## config.mk

```make
export PLATFORM = sky130hd
export DESIGN_NAME = brick_manager
export DESIGN_NICKNAME = d
export VERILOG_FILES = /design/src/rtl/brick_pkg.sv /design/src/rtl/brick_overlap.sv /design/src/rtl/brick_manager.sv
export SDC_FILE = /design/constraint.sdc
export NUM_CORES = 1
export LEC_CHECK = 0
export ABC_AREA = 0
export CAP_MARGIN = 15
export CORE_ASPECT_RATIO = 1.5
export CORE_MARGIN = 1.5
export CORE_UTILIZATION = 55
export DETAILED_ROUTE_END_ITERATION = 8
export DONT_BUFFER_PORTS = 1
export GPL_TIMING_DRIVEN = 0
export PLACE_DENSITY = 0.7
export SLEW_MARGIN = 20
export SYNTH_ARGS = -nofsm -noshare
export SYNTH_HDL_FRONTEND = slang
export SYNTH_SLANG_ARGS = --single-unit
```

## constraint.sdc

```tcl
create_clock -name clk -period 5.75 [get_ports clk]
set_input_delay 0.8625 -clock clk [delete_from_list [all_inputs] [get_ports clk]]
set_output_delay 0.8625 -clock clk [all_outputs]
set_load 0.005 [all_outputs]
```

## src/rtl/brick_pkg.sv

```systemverilog
// Shared brick-field geometry, scoring and FSM types for the brick manager.
package brick_pkg;

    localparam int unsigned BRICK_W    = 124;
    localparam int unsigned BRICK_H    = 20;
    localparam int unsigned PITCH_X    = 128;
    localparam int unsigned PITCH_Y    = 24;
    localparam int unsigned NUM_COLS   = 5;
    localparam int unsigned NUM_ROWS   = 3;
    localparam int unsigned NUM_BRICKS = 15;

    localparam logic [1:0] ROW0_POINTS = 2'd3;
    localparam logic [1:0] ROW1_POINTS = 2'd2;
    localparam logic [1:0] ROW2_POINTS = 2'd1;

    typedef enum logic [1:0] {
        StIdle,
        StScan,
        StResolve
    } state_e;

    function automatic logic [2:0] brick_col(input logic [3:0] idx);
        return 3'(idx % 4'(NUM_COLS));
    endfunction

    function automatic logic [1:0] brick_row(input logic [3:0] idx);
        return 2'(idx / 4'(NUM_COLS));
    endfunction

    function automatic logic [1:0] brick_points(input logic [1:0] row);
        case (row)
            2'd0:    return ROW0_POINTS;
            2'd1:    return ROW1_POINTS;
            default: return ROW2_POINTS;
        endcase
    endfunction

endpackage

```

## src/rtl/brick_overlap.sv

```systemverilog
// Combinational ball-versus-brick test for a single brick index.
module brick_overlap
    import brick_pkg::*;
#(
    parameter int unsigned BALL_SIZE = 8
) (
    input  logic [3:0] index,
    input  logic [9:0] ball_x,
    input  logic [9:0] ball_y,
    output logic       overlap,
    output logic       centre_in_span
);

    logic [10:0] x0, y0, x1, y1;
    logic [10:0] bx, by, bx_end, by_end, cx;

    // Everything is widened to 11 bits so ball_x + BALL_SIZE never wraps.
    always_comb begin
        x0     = 11'(brick_col(index) * PITCH_X);
        y0     = 11'(brick_row(index) * PITCH_Y);
        x1     = x0 + 11'(BRICK_W);
        y1     = y0 + 11'(BRICK_H);
        bx     = {1'b0, ball_x};
        by     = {1'b0, ball_y};
        bx_end = bx + 11'(BALL_SIZE);
        by_end = by + 11'(BALL_SIZE);
        cx     = bx + 11'(BALL_SIZE / 2);

        overlap        = (bx < x1) && (x0 < bx_end) && (by < y1) && (y0 < by_end);
        centre_in_span = (cx >= x0) && (cx < x1);
    end

endmodule

```

## src/rtl/brick_manager.sv

```systemverilog
// Brick field collision scanner: one brick per cycle, lowest alive overlapped brick wins.
// Define BRICK_MANAGER_MULTIHIT_EN to make row-0 bricks take two hits.
module brick_manager
    import brick_pkg::*;
#(
    parameter int unsigned BALL_SIZE = 8,
    parameter int unsigned SCORE_W   = 8
) (
    input  logic               clk,
    input  logic               rst,
    input  logic               frame_tick,
    input  logic               restart,
    input  logic [9:0]         ball_x,
    input  logic [9:0]         ball_y,
    output logic [14:0]        alive,
    output logic               hit_valid,
    output logic               bounce_x,
    output logic               bounce_y,
    output logic [SCORE_W-1:0] score,
    output logic               all_clear,
    output logic               busy
);

    state_e             state_q, state_d;
    logic [3:0]         idx_q, idx_d;
    logic [9:0]         bx_q, bx_d, by_q, by_d;
    logic               found_q, found_d;
    logic [3:0]         hit_idx_q, hit_idx_d;
    logic               centre_q, centre_d;
    logic [14:0]        alive_q, alive_d;
    logic [SCORE_W-1:0] score_q, score_d;
    logic               hit_valid_q, hit_valid_d;
    logic               bounce_x_q, bounce_x_d;
    logic               bounce_y_q, bounce_y_d;
`ifdef BRICK_MANAGER_MULTIHIT_EN
    logic [NUM_COLS-1:0] cracked_q, cracked_d;
`endif

    logic               overlap, centre_in_span;
    logic [1:0]         hit_row;
    logic [SCORE_W:0]   score_sum;

    brick_overlap #(
        .BALL_SIZE(BALL_SIZE)
    ) u_overlap (
        .index         (idx_q),
        .ball_x        (bx_q),
        .ball_y        (by_q),
        .overlap       (overlap),
        .centre_in_span(centre_in_span)
    );

    assign hit_row   = brick_row(hit_idx_q);
    assign score_sum = {1'b0, score_q} + (SCORE_W + 1)'(brick_points(hit_row));

    always_comb begin
        state_d     = state_q;
        idx_d       = idx_q;
        bx_d        = bx_q;
        by_d        = by_q;
        found_d     = found_q;
        hit_idx_d   = hit_idx_q;
        centre_d    = centre_q;
        alive_d     = alive_q;
        score_d     = score_q;
        hit_valid_d = 1'b0;
        bounce_x_d  = 1'b0;
        bounce_y_d  = 1'b0;
`ifdef BRICK_MANAGER_MULTIHIT_EN
        cracked_d   = cracked_q;
`endif

        // restart wins over any scan in flight and over a coincident tick
        if (restart) begin
            state_d = StIdle;
            alive_d = '1;
`ifdef BRICK_MANAGER_MULTIHIT_EN
            cracked_d = '0;
`endif
        end else begin
            unique case (state_q)
                StIdle: begin
                    if (frame_tick) begin
                        state_d = StScan;
                        idx_d   = '0;
                        bx_d    = ball_x;
                        by_d    = ball_y;
                        found_d = 1'b0;
                    end
                end
                StScan: begin
                    if (!found_q && alive_q[idx_q] && overlap) begin
                        found_d   = 1'b1;
                        hit_idx_d = idx_q;
                        centre_d  = centre_in_span;
                    end
                    if (idx_q == 4'(NUM_BRICKS - 1)) begin
                        state_d = StResolve;
                    end else begin
                        idx_d = idx_q + 4'd1;
                    end
                end
                StResolve: begin
                    state_d = StIdle;
                    if (found_q) begin
                        hit_valid_d = 1'b1;
                        bounce_y_d  = centre_q;
                        bounce_x_d  = !centre_q;
`ifdef BRICK_MANAGER_MULTIHIT_EN
                        if (hit_row == 2'd0 && !cracked_q[hit_idx_q[2:0]]) begin
                            cracked_d[hit_idx_q[2:0]] = 1'b1;
                        end else begin
                            alive_d[hit_idx_q] = 1'b0;
                            score_d = score_sum[SCORE_W] ? '1 : score_sum[SCORE_W-1:0];
                        end
`else
                        alive_d[hit_idx_q] = 1'b0;
                        score_d = score_sum[SCORE_W] ? '1 : score_sum[SCORE_W-1:0];
`endif
                    end
                end
                default: state_d = StIdle;
            endcase
        end
    end

    always_ff @(posedge clk) begin
        if (rst) begin
            state_q     <= StIdle;
            idx_q       <= '0;
            bx_q        <= '0;
            by_q        <= '0;
            found_q     <= 1'b0;
            hit_idx_q   <= '0;
            centre_q    <= 1'b0;
            alive_q     <= '1;
            score_q     <= '0;
            hit_valid_q <= 1'b0;
            bounce_x_q  <= 1'b0;
            bounce_y_q  <= 1'b0;
`ifdef BRICK_MANAGER_MULTIHIT_EN
            cracked_q   <= '0;
`endif
        end else begin
            state_q     <= state_d;
            idx_q       <= idx_d;
            bx_q        <= bx_d;
            by_q        <= by_d;
            found_q     <= found_d;
            hit_idx_q   <= hit_idx_d;
            centre_q    <= centre_d;
            alive_q     <= alive_d;
            score_q     <= score_d;
            hit_valid_q <= hit_valid_d;
            bounce_x_q  <= bounce_x_d;
            bounce_y_q  <= bounce_y_d;
`ifdef BRICK_MANAGER_MULTIHIT_EN
            cracked_q   <= cracked_d;
`endif
        end
    end

    assign alive     = alive_q;
    assign hit_valid = hit_valid_q;
    assign bounce_x  = bounce_x_q;
    assign bounce_y  = bounce_y_q;
    assign score     = score_q;
    assign all_clear = (alive_q == '0);
    assign busy      = (state_q != StIdle);

endmodule

```

* Word level (Yosys, flattened, before mapping)
Cells that the tools add are included.
** Word-level totals
- Register bits after elaboration :: 58
- Latch bits :: 0
- Bits in writable memories :: 0
- Memory bits (read-only) :: 0
- Input port bits :: 24
- Output and inout port bits :: 28
- Memories :: 0
** Cells by class
- $add $sub $neg :: 7
- Multiply operators :: 1
- Div/mod/pow operators :: 3
- $lt $le $gt $ge :: 9
- Equality and inequality tests :: 8
- Shift-type cells :: 0
- Multiplexer cells :: 16
- Bitwise logic cells :: 5
- Reductions and logical operators :: 24
** Operator list (number)
- 10-bit by 11-bit < comparator with 1-bit output :: 3
- 10-bit by 4-bit adder with 11-bit output, second input constant :: 2
- 15-bit AND :: 1
- 15-bit zero test :: 1
- 15-bit inverter :: 1
- 10-bit by 3-bit adder with 11-bit output, second input constant :: 1
- 10-bit by 7-bit adder with 11-bit output, second input constant :: 1
- 11-bit by 10-bit >= comparator with 1-bit output :: 1
- 11-bit < comparator :: 1
- 7-bit by 11-bit < comparator with 1-bit output :: 1
- 4-bit by 5-bit < comparator with 1-bit output, second input constant :: 2
- 8-bit by 2-bit adder with 9-bit output :: 1
- 3-bit AND reduction :: 3
- 7-bit by 5-bit adder with 8-bit output, second input constant :: 1
- 4-bit by 3-bit divider with 4-bit output, second input constant :: 2
- 4-bit 2-to-1 mux :: 2
- 8-bit 2-to-1 mux :: 1
- 2-bit inequality test, second input constant :: 4
- 2-bit one-hot mux with 2 select lines :: 2
- 4-bit one-hot mux with 2 select lines :: 1
- 4-bit AND reduction :: 2
- 1-bit logical AND :: 7
- 1-bit 2-to-1 mux :: 5
- 4-bit by 1-bit adder with 4-bit output, second input constant :: 1
- 18 further kinds :: 26

* Logic depth before layout (Yosys ltp)
Gate-level depths: netlist (run 1).
- Depth after elaboration :: 9
- Gate-level depth with buffers :: 20

* Hierarchy
Synthesis (run 1) repeated with hierarchy kept, for this count alone.
** Second synthesis, totals
- Cells, all modules :: 412
- Area, all modules :: 3489.6 um^2
** Modules (own cells, without submodules)
- brick_manager :: times used 1, cells each 294, area an instance 2509.9 um^2, sequential area each 1161.1 um^2
- brick_overlap :: times used 1, cells each 118, area an instance 979.7 um^2, sequential area each 0.0 um^2

* Least setup slack after synthesis (run 1)
Ideal clock, no wire load.
- Kind :: flip-flop to flip-flop
- Start point :: reg idx_q[0]
- End point :: reg centre_q
- Arrival time :: 4.025 ns
- Path slack :: 1.653 ns
- Stages on the path, launching flop included :: 20
- Path buffers :: 2
- Cells stage by stage :: dfxtp_1 -> buf_4 -> inv_1 -> ha_1 -> nor3_1 -> nor2b_1 -> xnor2_1 -> ha_1 -> nand2b_1 -> a211o_1 -> a22oi_2 -> inv_1 -> ha_1 -> ha_1 -> nand3_1 -> o22ai_1 -> nor4_1 -> o2111a_1 -> buf_6 -> mux2i_1
** Between the ends
- Word-level cells in the longest chain between the ends :: 8
- Elaborated cells between the ends (all ways) :: 20
- Classes of those cells :: add/sub: 2; mul: 1; div: 2; order compare: 6; mux: 2; reduce/logical: 7
** Ends and longest elaborated chain
- from (decl) :: RTL line brick_manager.sv:25 : logic [3:0] idx_q, idx_d;
- from (signal assigned) :: RTL line brick_manager.sv:146 : idx_q <= idx_d;
- 4-bit by 3-bit divider with 4-bit output or 4-bit by 3-bit remainder unit with 4-bit output (tied branches) :: RTL line brick_pkg.sv:27, brick_pkg.sv:23
- 2-bit by 2-bit multiplier with 4-bit output or 10-bit by 7-bit adder with 11-bit output (tied branches) :: RTL line brick_overlap.sv:20, brick_overlap.sv:21
- 7-bit by 5-bit adder with 8-bit output or 10-bit by 11-bit < comparator with 1-bit output (tied branches) :: RTL line brick_overlap.sv:22, brick_overlap.sv:29
- 10-bit by 11-bit < comparator with 1-bit output or 1-bit logical AND (tied branches) :: RTL line brick_overlap.sv:29 : overlap = (bx < x1) && (x0 < bx_end) && (by < y1) && (y0 < by_end);
- 1-bit logical AND (2 in a row) :: RTL line brick_overlap.sv:29
- 1-bit logical AND :: RTL line brick_manager.sv:92 : if (!found_q && alive_q[idx_q] && overlap) begin
- 3-bit AND reduction (no line)
- to (signal assigned) :: RTL line brick_manager.sv:151 : centre_q <= centre_d;
- to (decl) :: RTL line brick_manager.sv:29 : logic centre_q, centre_d;
Several ways; a longest one is shown, not always the timed one. The select of a mux whose other input is x is not followed.
A chain may end at the register's enable or synchronous reset.

* Worst setup path in the final report (run 1)
Ends and elaborated chain as after synthesis.

==> flow_summary.json, run 1 <==
{
  "synth_top_area_frac": 0.3407,
  "arrival_ns": 5.19,
  "status": "finished, final reports clean",
  "postRouteAntennaNets": 0,
  "fin_crit_ns": 4.905,
  "core_area_um2": 5871,
  "hp-class": "reg2reg",
  "p_leak_nw": 1.430,
  "drive_above_1_share": 0.09026,
  "track_usage": 0.2548,
  "setup_tns_ns": 0,
  "drv_cap": 0,
  "ir_worst_vdd_mv": 0.2139,
  "path_class": "reg2reg",
  "grt_pass1_wl_mm": 12.89,
  "power_density_nw_per_um2": 249.4,
  "cp_max_fo": 8,
  "startpoint": "idx_q[0]$_SDFFE_PP0P_",
  "period_share": 0.8531,
  "rsz0062_at_grt": "false",
  "overflow": 0,
  "min_from": "by_q[0]$_SDFFE_PP0P_",
  "place_congestion": 0.9538,
  "finalHoldViolations": 0,
  "r2r_end": "centre_q$_SDFFE_PP0P_",
  "yosys_warnings": 0,
  "routed_wl_mm": 7.943,
  "clkTransAtPathRegs_ns": 0.07,
  "post-cts-setup-buffers": 0,
  "num_io_pins": 52,
  "die_w_um": 67.28,
  "htreeDepth": 3,
  "syn_inst": 405,
  "initial_utilization": 0.5806,
  "r2r_cells": 19,
  "via_per_inst": 5.840,
  "rows": 34,
  "clk_latency_ns": 0.35,
  "worst_pin_slew_ns": 0.5423,
  "syn_avg_cell_area_um2": 8.415,
  "synth_top_cell_by_area": "dfxtp_1",
  "ys_top_cells_by_area": "dfxtp_1 34%, ha_1 12%, a21oi_1 6.5%",
  "hold_ws_ns": 0.4679,
  "clk_path_buf_depth": 2,
  "cts_buffers": 9,
  "cp.required_ns": 6.03,
  "max_freq_mhz": 203.9,
  "cts_hold_buf": 0,
  "cts-resized-gates": 0,
  "cts_tree": "yes",
  "maxSlewHeadroom": 0.6385,
  "first_iter_violations": 150,
  "regToRegSetupSlack_ns": 0.84,
  "crit_path_end_kind": "flip-flop",
  "slew_viol_final": 0,
  "diodes": 0,
  "port_buffers": 0,
  "die_h_um": 99.41,
  "synth_commonest_cells": "58 x dfxtp_1, 58 x nand2_1, 44 x a21oi_1",
  "synth.distinct_cells": 60,
  "drc": 0,
  "worst_r2r_startpoint": "idx_q[0]$_SDFFE_PP0P_",
  "synth-seq-cells": 58,
  "grt_pass1_vias": 2816,
  "routedWlPerCell_um": 16.11,
  "antenna_found_initial": 0,
  "dr.pass1.iters": 4,
  "hpwl_mm": 5.976,
  "clock_skew_ns": 0.007598,
  "grt_start_max_net_pins": 11,
  "crit_path_end": "centre_q$_SDFFE_PP0P_",
  "yosysSeqAreaShare": 0.3407,
  "synth_ff_type": "dfxtp_1",
  "synth_fp_nets": 463,
  "dieArea_um2": 6688,
  "clock-root-buffer": "clkbuf_8",
  "critPathLaunchType": "flip-flop",
  "netlist_area_um2": 3408,
  "clock_sinks": 58,
  "setup_viol": 0,
  "async_flop_share": 0,
  "vias": 2879,
  "fin_nets": 474,
  "synth_edf_count": 0,
  "syn_to_final_growth_pct": 9.618
}
==> critical path, cell delays in order (launching register included) <==
cell	delay (ns)
dfxtp_1	0.37
buf_4	0.19
inv_1	0.14
ha_1	0.25
nor3_1	0.36
nor2b_1	0.19
xnor2_1	0.27
ha_1	0.24
nand2b_1	0.10
a211o_1	0.31
a22oi_2	0.38
mux2i_1	0.37
inv_1	0.13
ha_1	0.34
or4bb_1	0.43
o21ai_0	0.17
a32oi_1	0.11
o22ai_1	0.18
o2111ai_1	0.17
mux2i_1	0.16
==> area by class of cell <==
type	count	area (µm²)
clock inverter	4	72.57
inverter	20	75.07
clock buffer	12	165.2
sequential	58	1161
buffer	18	110.1
tap	72	90.09
fill	527	2135
multi-input combinational	309	2062
==> cells by family after synthesis <==
family | Yosys count | synth area share
simple gates | 164 | 0.2405
compound gates | 79 | 0.1472
flops | 58 | 0.3407
buf+inv | 38 | 0.05433
fa+ha+maj | 34 | 0.1270
xor+xnor | 16 | 0.04111
mux | 16 | 0.04919
==> registers in the layout (all words and copies together) (netlist names) <==
signal / cells
alive: 15
bx_q: 10
by_q: 10
score: 8
hit_idx_q: 4
idx_q: 4
state_q: 2
bounce_x: 1
bounce_y: 1
centre_q: 1
found_q: 1
hit_valid: 1
==> cells in the final DEF, fill, tap and decap left out, types with 3 or more instances in the layout <==
cell type  netlist  routed
clkbuf_8         0      12
mux2i_1         13      13
nor4_1           7       7
o21ai_0          6       6
ha_1            33      33
nand3_1         11      11
xnor2_1         10      10
and3_1           5       5
inv_1           20      20
nor2b_1          3       3
xor2_1           6       6
clkbuf_1         8       8
nand2b_1         7       7
buf_6            4       4
or2b_1           7       7
nand2_1         58      58
buf_2            4       4
a31oi_1          5       5
dfxtp_1         58      58
nor2_1          31      31
a21oi_1         44      44
nor3_1          15      15
nand4_1          3       3
==> through the flow <==
step	area [µm²]	worst slack (ns)	total power, mW	std cells	utilization
finish	3736	0.8450	0.9319	493	0.6364
global route	3736	0.3441	0.9563	493	0.6364
CTS	3736	0.8377	0.9306	493	0.6364
detailed placement	3498	0.8522	0.4875	477	0.5959
global placement	3498	0.9802	0.4855	477	0.5959
floorplan	3408	1.653	0.4716	405	-
==> worst min-delay path by stage <==
stage,endpoint,slack (ns),cells past startpoint
2_1_floorplan,bounce_x$_SDFF_PP0_,0.40,1
3_3_place_gp,bounce_x$_SDFF_PP0_,0.44,1
3_5_place_dp,bounce_x$_SDFF_PP0_,0.45,1
4_1_cts,bounce_x$_SDFF_PP0_,0.46,1
5_1_grt,bounce_x$_SDFF_PP0_,0.48,1
6_report,by_q[0]$_SDFFE_PP0P_,0.47,2
==> power by group <==
group          leakage [nW]  switching (mW)  internal (mW)
Sequential            0.470         0.00870          0.409
Combinational         0.841          0.0365         0.0244
Clock                 0.119           0.174          0.279
==> metal layers <==
| metal | track usage | routed length, µm |
|---|---|---|
| met3 | 0.06109 | 414 |
| met2 | 0.4562 | 4174 |
| met1 | 0.2781 | 3184 |
| met5 | 0 | 0 |
| met4 | 0.1052 | 170 |
(Power assumes the default switching activity.)
==> inputs of run 2 (changes only) <==
--- a/config.mk
+++ b/config.mk
@@ -9,11 +9,10 @@
 export CAP_MARGIN = 15
 export CORE_ASPECT_RATIO = 1.5
 export CORE_MARGIN = 1.5
-export CORE_UTILIZATION = 55
+export CORE_UTILIZATION = 23
 export DETAILED_ROUTE_END_ITERATION = 8
 export DONT_BUFFER_PORTS = 1
 export GPL_TIMING_DRIVEN = 0
-export PLACE_DENSITY = 0.7
 export SLEW_MARGIN = 20
 export SYNTH_ARGS = -nofsm -noshare
 export SYNTH_HDL_FRONTEND = slang
==> flow_summary.json, run 2 (synthesis results as in run 1) <==
{
  "final_util": 0.2703,
  "crit_path_end_kind": "flip-flop",
  "slew_viol_final": 0,
  "fin_crit_ns": 4.986,
  "diodes": 0,
  "cts-resized-gates": 0,
  "maxSlewHeadroom": 0.6085,
  "clk_path_buf_depth": 2,
  "htreeDepth": 3,
  "max_freq_mhz": 200.6,
  "setup_viol": 0,
  "r2r_end": "hit_idx_q[1]$_SDFFE_PP0P_",
  "power_density_nw_per_um2": 248.2,
  "vias": 2958,
  "dieArea_um2": 15570,
  "cp.required_ns": 6.00,
  "core_area_um2": 14530,
  "p_sw_frac": 0.2457,
  "regToRegSetupSlack_ns": 0.76,
  "pwr-share-comb": 0.064,
  "num_io_pins": 52,
  "grt_pass1_wl_mm": 14.86,
  "cts_buffers": 9,
  "first_iter_violations": 119,
  "hpwl_mm": 7.224,
  "grt_start_max_net_pins": 11,
  "finalHoldViolations": 0,
  "routed_wl_mm": 9.161,
  "startpoint": "idx_q[0]$_SDFFE_PP0P_",
  "crit_path_end": "hit_idx_q[1]$_SDFFE_PP0P_",
  "intPower_uw": 735.0,
  "postRouteAntennaNets": 0,
  "initial_utilization": 0.2346,
  "track_usage": 0.1245,
  "seqPwrFrac": 0.430,
  "path_class": "reg2reg",
  "clkTransAtPathRegs_ns": 0.06,
  "cts_tree": "yes",
  "via_per_inst": 4.794,
  "antenna_found_initial": 0,
  "overflow": 0,
  "syn_to_final_growth_pct": 15.20,
  "drive_above_1_share": 0.08789,
  "clock_power_share": 0.506,
  "rows": 54,
  "status": "finished, final reports clean",
  "post-cts-setup-buffers": 0,
  "fin_nets": 474,
  "grt_pass1_vias": 3060,
  "arrival_ns": 5.24,
  "port_buffers": 0,
  "critPathLaunchType": "flip-flop",
  "drc": 0,
  "cp_max_fo": 8,
  "worst_r2r_startpoint": "idx_q[0]$_SDFFE_PP0P_",
  "rsz0062_at_grt": "false",
  "hp-class": "reg2reg",
  "largest_register_ffs": 15,
  "final_cell_mix": "58 x nand2_1, 58 x dfxtp_1, 44 x a21oi_1",
  "worst_pin_slew_ns": 0.5819,
  "clock-root-buffer": "clkbuf_16",
  "fillCellCount": 1560,
  "switchingPower_uw": 239.4,
  "power_uw": 974.4,
  "dr.pass1.iters": 4,
  "die_w_um": 102.4,
  "clk_latency_ns": 0.33,
  "setup_tns_ns": 0,
  "drv_cap": 0,
  "p_leak_nw": 1.442,
  "clock_skew_ns": 0.01057,
  "clock_sinks": 58,
  "place_congestion": 0.8270,
  "routedWlPerCell_um": 14.85,
  "r2r_cells": 19,
  "cts_hold_buf": 0,
  "period_share": 0.8671,
  "ir_worst_vdd_mv": 0.1247,
  "die_h_um": 152.1
}
==> run 2: critical path, stage by stage (launching register included) <==
cell and delay (ns):
dfxtp_1 0.36, buf_4 0.18, inv_1 0.15, ha_1 0.25
nor3_1 0.38, nor2b_1 0.18, xnor2_1 0.27, ha_1 0.23
nand2b_1 0.09, a211o_1 0.31, a22oi_2 0.37, inv_1 0.15
ha_1 0.33, ha_1 0.19, a21oi_1 0.14, o22ai_1 0.14
nor4_1 0.56, o2111a_1 0.30, buf_6 0.13, mux2i_1 0.21
==> run 2: layout make-up <==
type	count	area (µm²)	share of cell area
Multi-Input combinational cell	309	2062	0.5252
Buffer	18	110.1	0.02804
Inverter	20	75.07	0.01912
Clock buffer	11	242.7	0.06182
Sequential cell	58	1161	0.2957
Clock inverter	5	30.03	0.007648
Tap cell	196	245.2	0.06246
==> run 2: how the worst min path moves through the flow <==
stage,start,endpoint,slack [ns],cells past startpoint
finish,centre_q$_SDFFE_PP0P_,bounce_x$_SDFF_PP0_,0.45,1
global route,centre_q$_SDFFE_PP0P_,bounce_x$_SDFF_PP0_,0.47,1
CTS,centre_q$_SDFFE_PP0P_,bounce_x$_SDFF_PP0_,0.45,1
detailed placement,centre_q$_SDFFE_PP0P_,bounce_x$_SDFF_PP0_,0.44,1
global placement,centre_q$_SDFFE_PP0P_,bounce_x$_SDFF_PP0_,0.42,1
floorplan,centre_q$_SDFFE_PP0P_,bounce_x$_SDFF_PP0_,0.40,1
==> run 2: metal layers <==
metal / part of all wire / routed length (µm) / vias up / global-route usage
met5: 0 / 0 / - / 0
met4: 0.030 / 274 / 0 / 0.06132
met3: 0.060 / 549 / 19 / 0.04600
met2: 0.55 / 5016 / 62 / 0.2274
met1: 0.36 / 3321 / 1428 / 0.1183
li1: - / - / 1449 / -
==> run 2: power groups by stage <==
stage | Sequential, mW | Combinational [mW] | Clock (mW)
5_1_grt | 0.420 | 0.0704 | 0.522
4_1_cts | 0.419 | 0.0627 | 0.499
3_3_place_gp | 0.427 | 0.0599 | 0
2_1_floorplan | 0.424 | 0.0472 | 0
6_report | 0.419 | 0.0624 | 0.493
3_5_place_dp | 0.427 | 0.0624 | 0
==> run 2: stage by stage <==
step / instance area (µm²) / worst slack, ns / instances / hold slack, ns
3_3_place_gp: 3654 / 0.8767 / 601 / 0.4233
2_1_floorplan: 3408 / 1.653 / 405 / 0.3979
4_1_cts: 3926 / 0.7089 / 617 / 0.4524
3_5_place_dp: 3654 / 0.7670 / 601 / 0.4351
5_1_grt: 3926 / 0.4174 / 617 / 0.4652
6_report: 3926 / 0.7640 / 617 / 0.4486
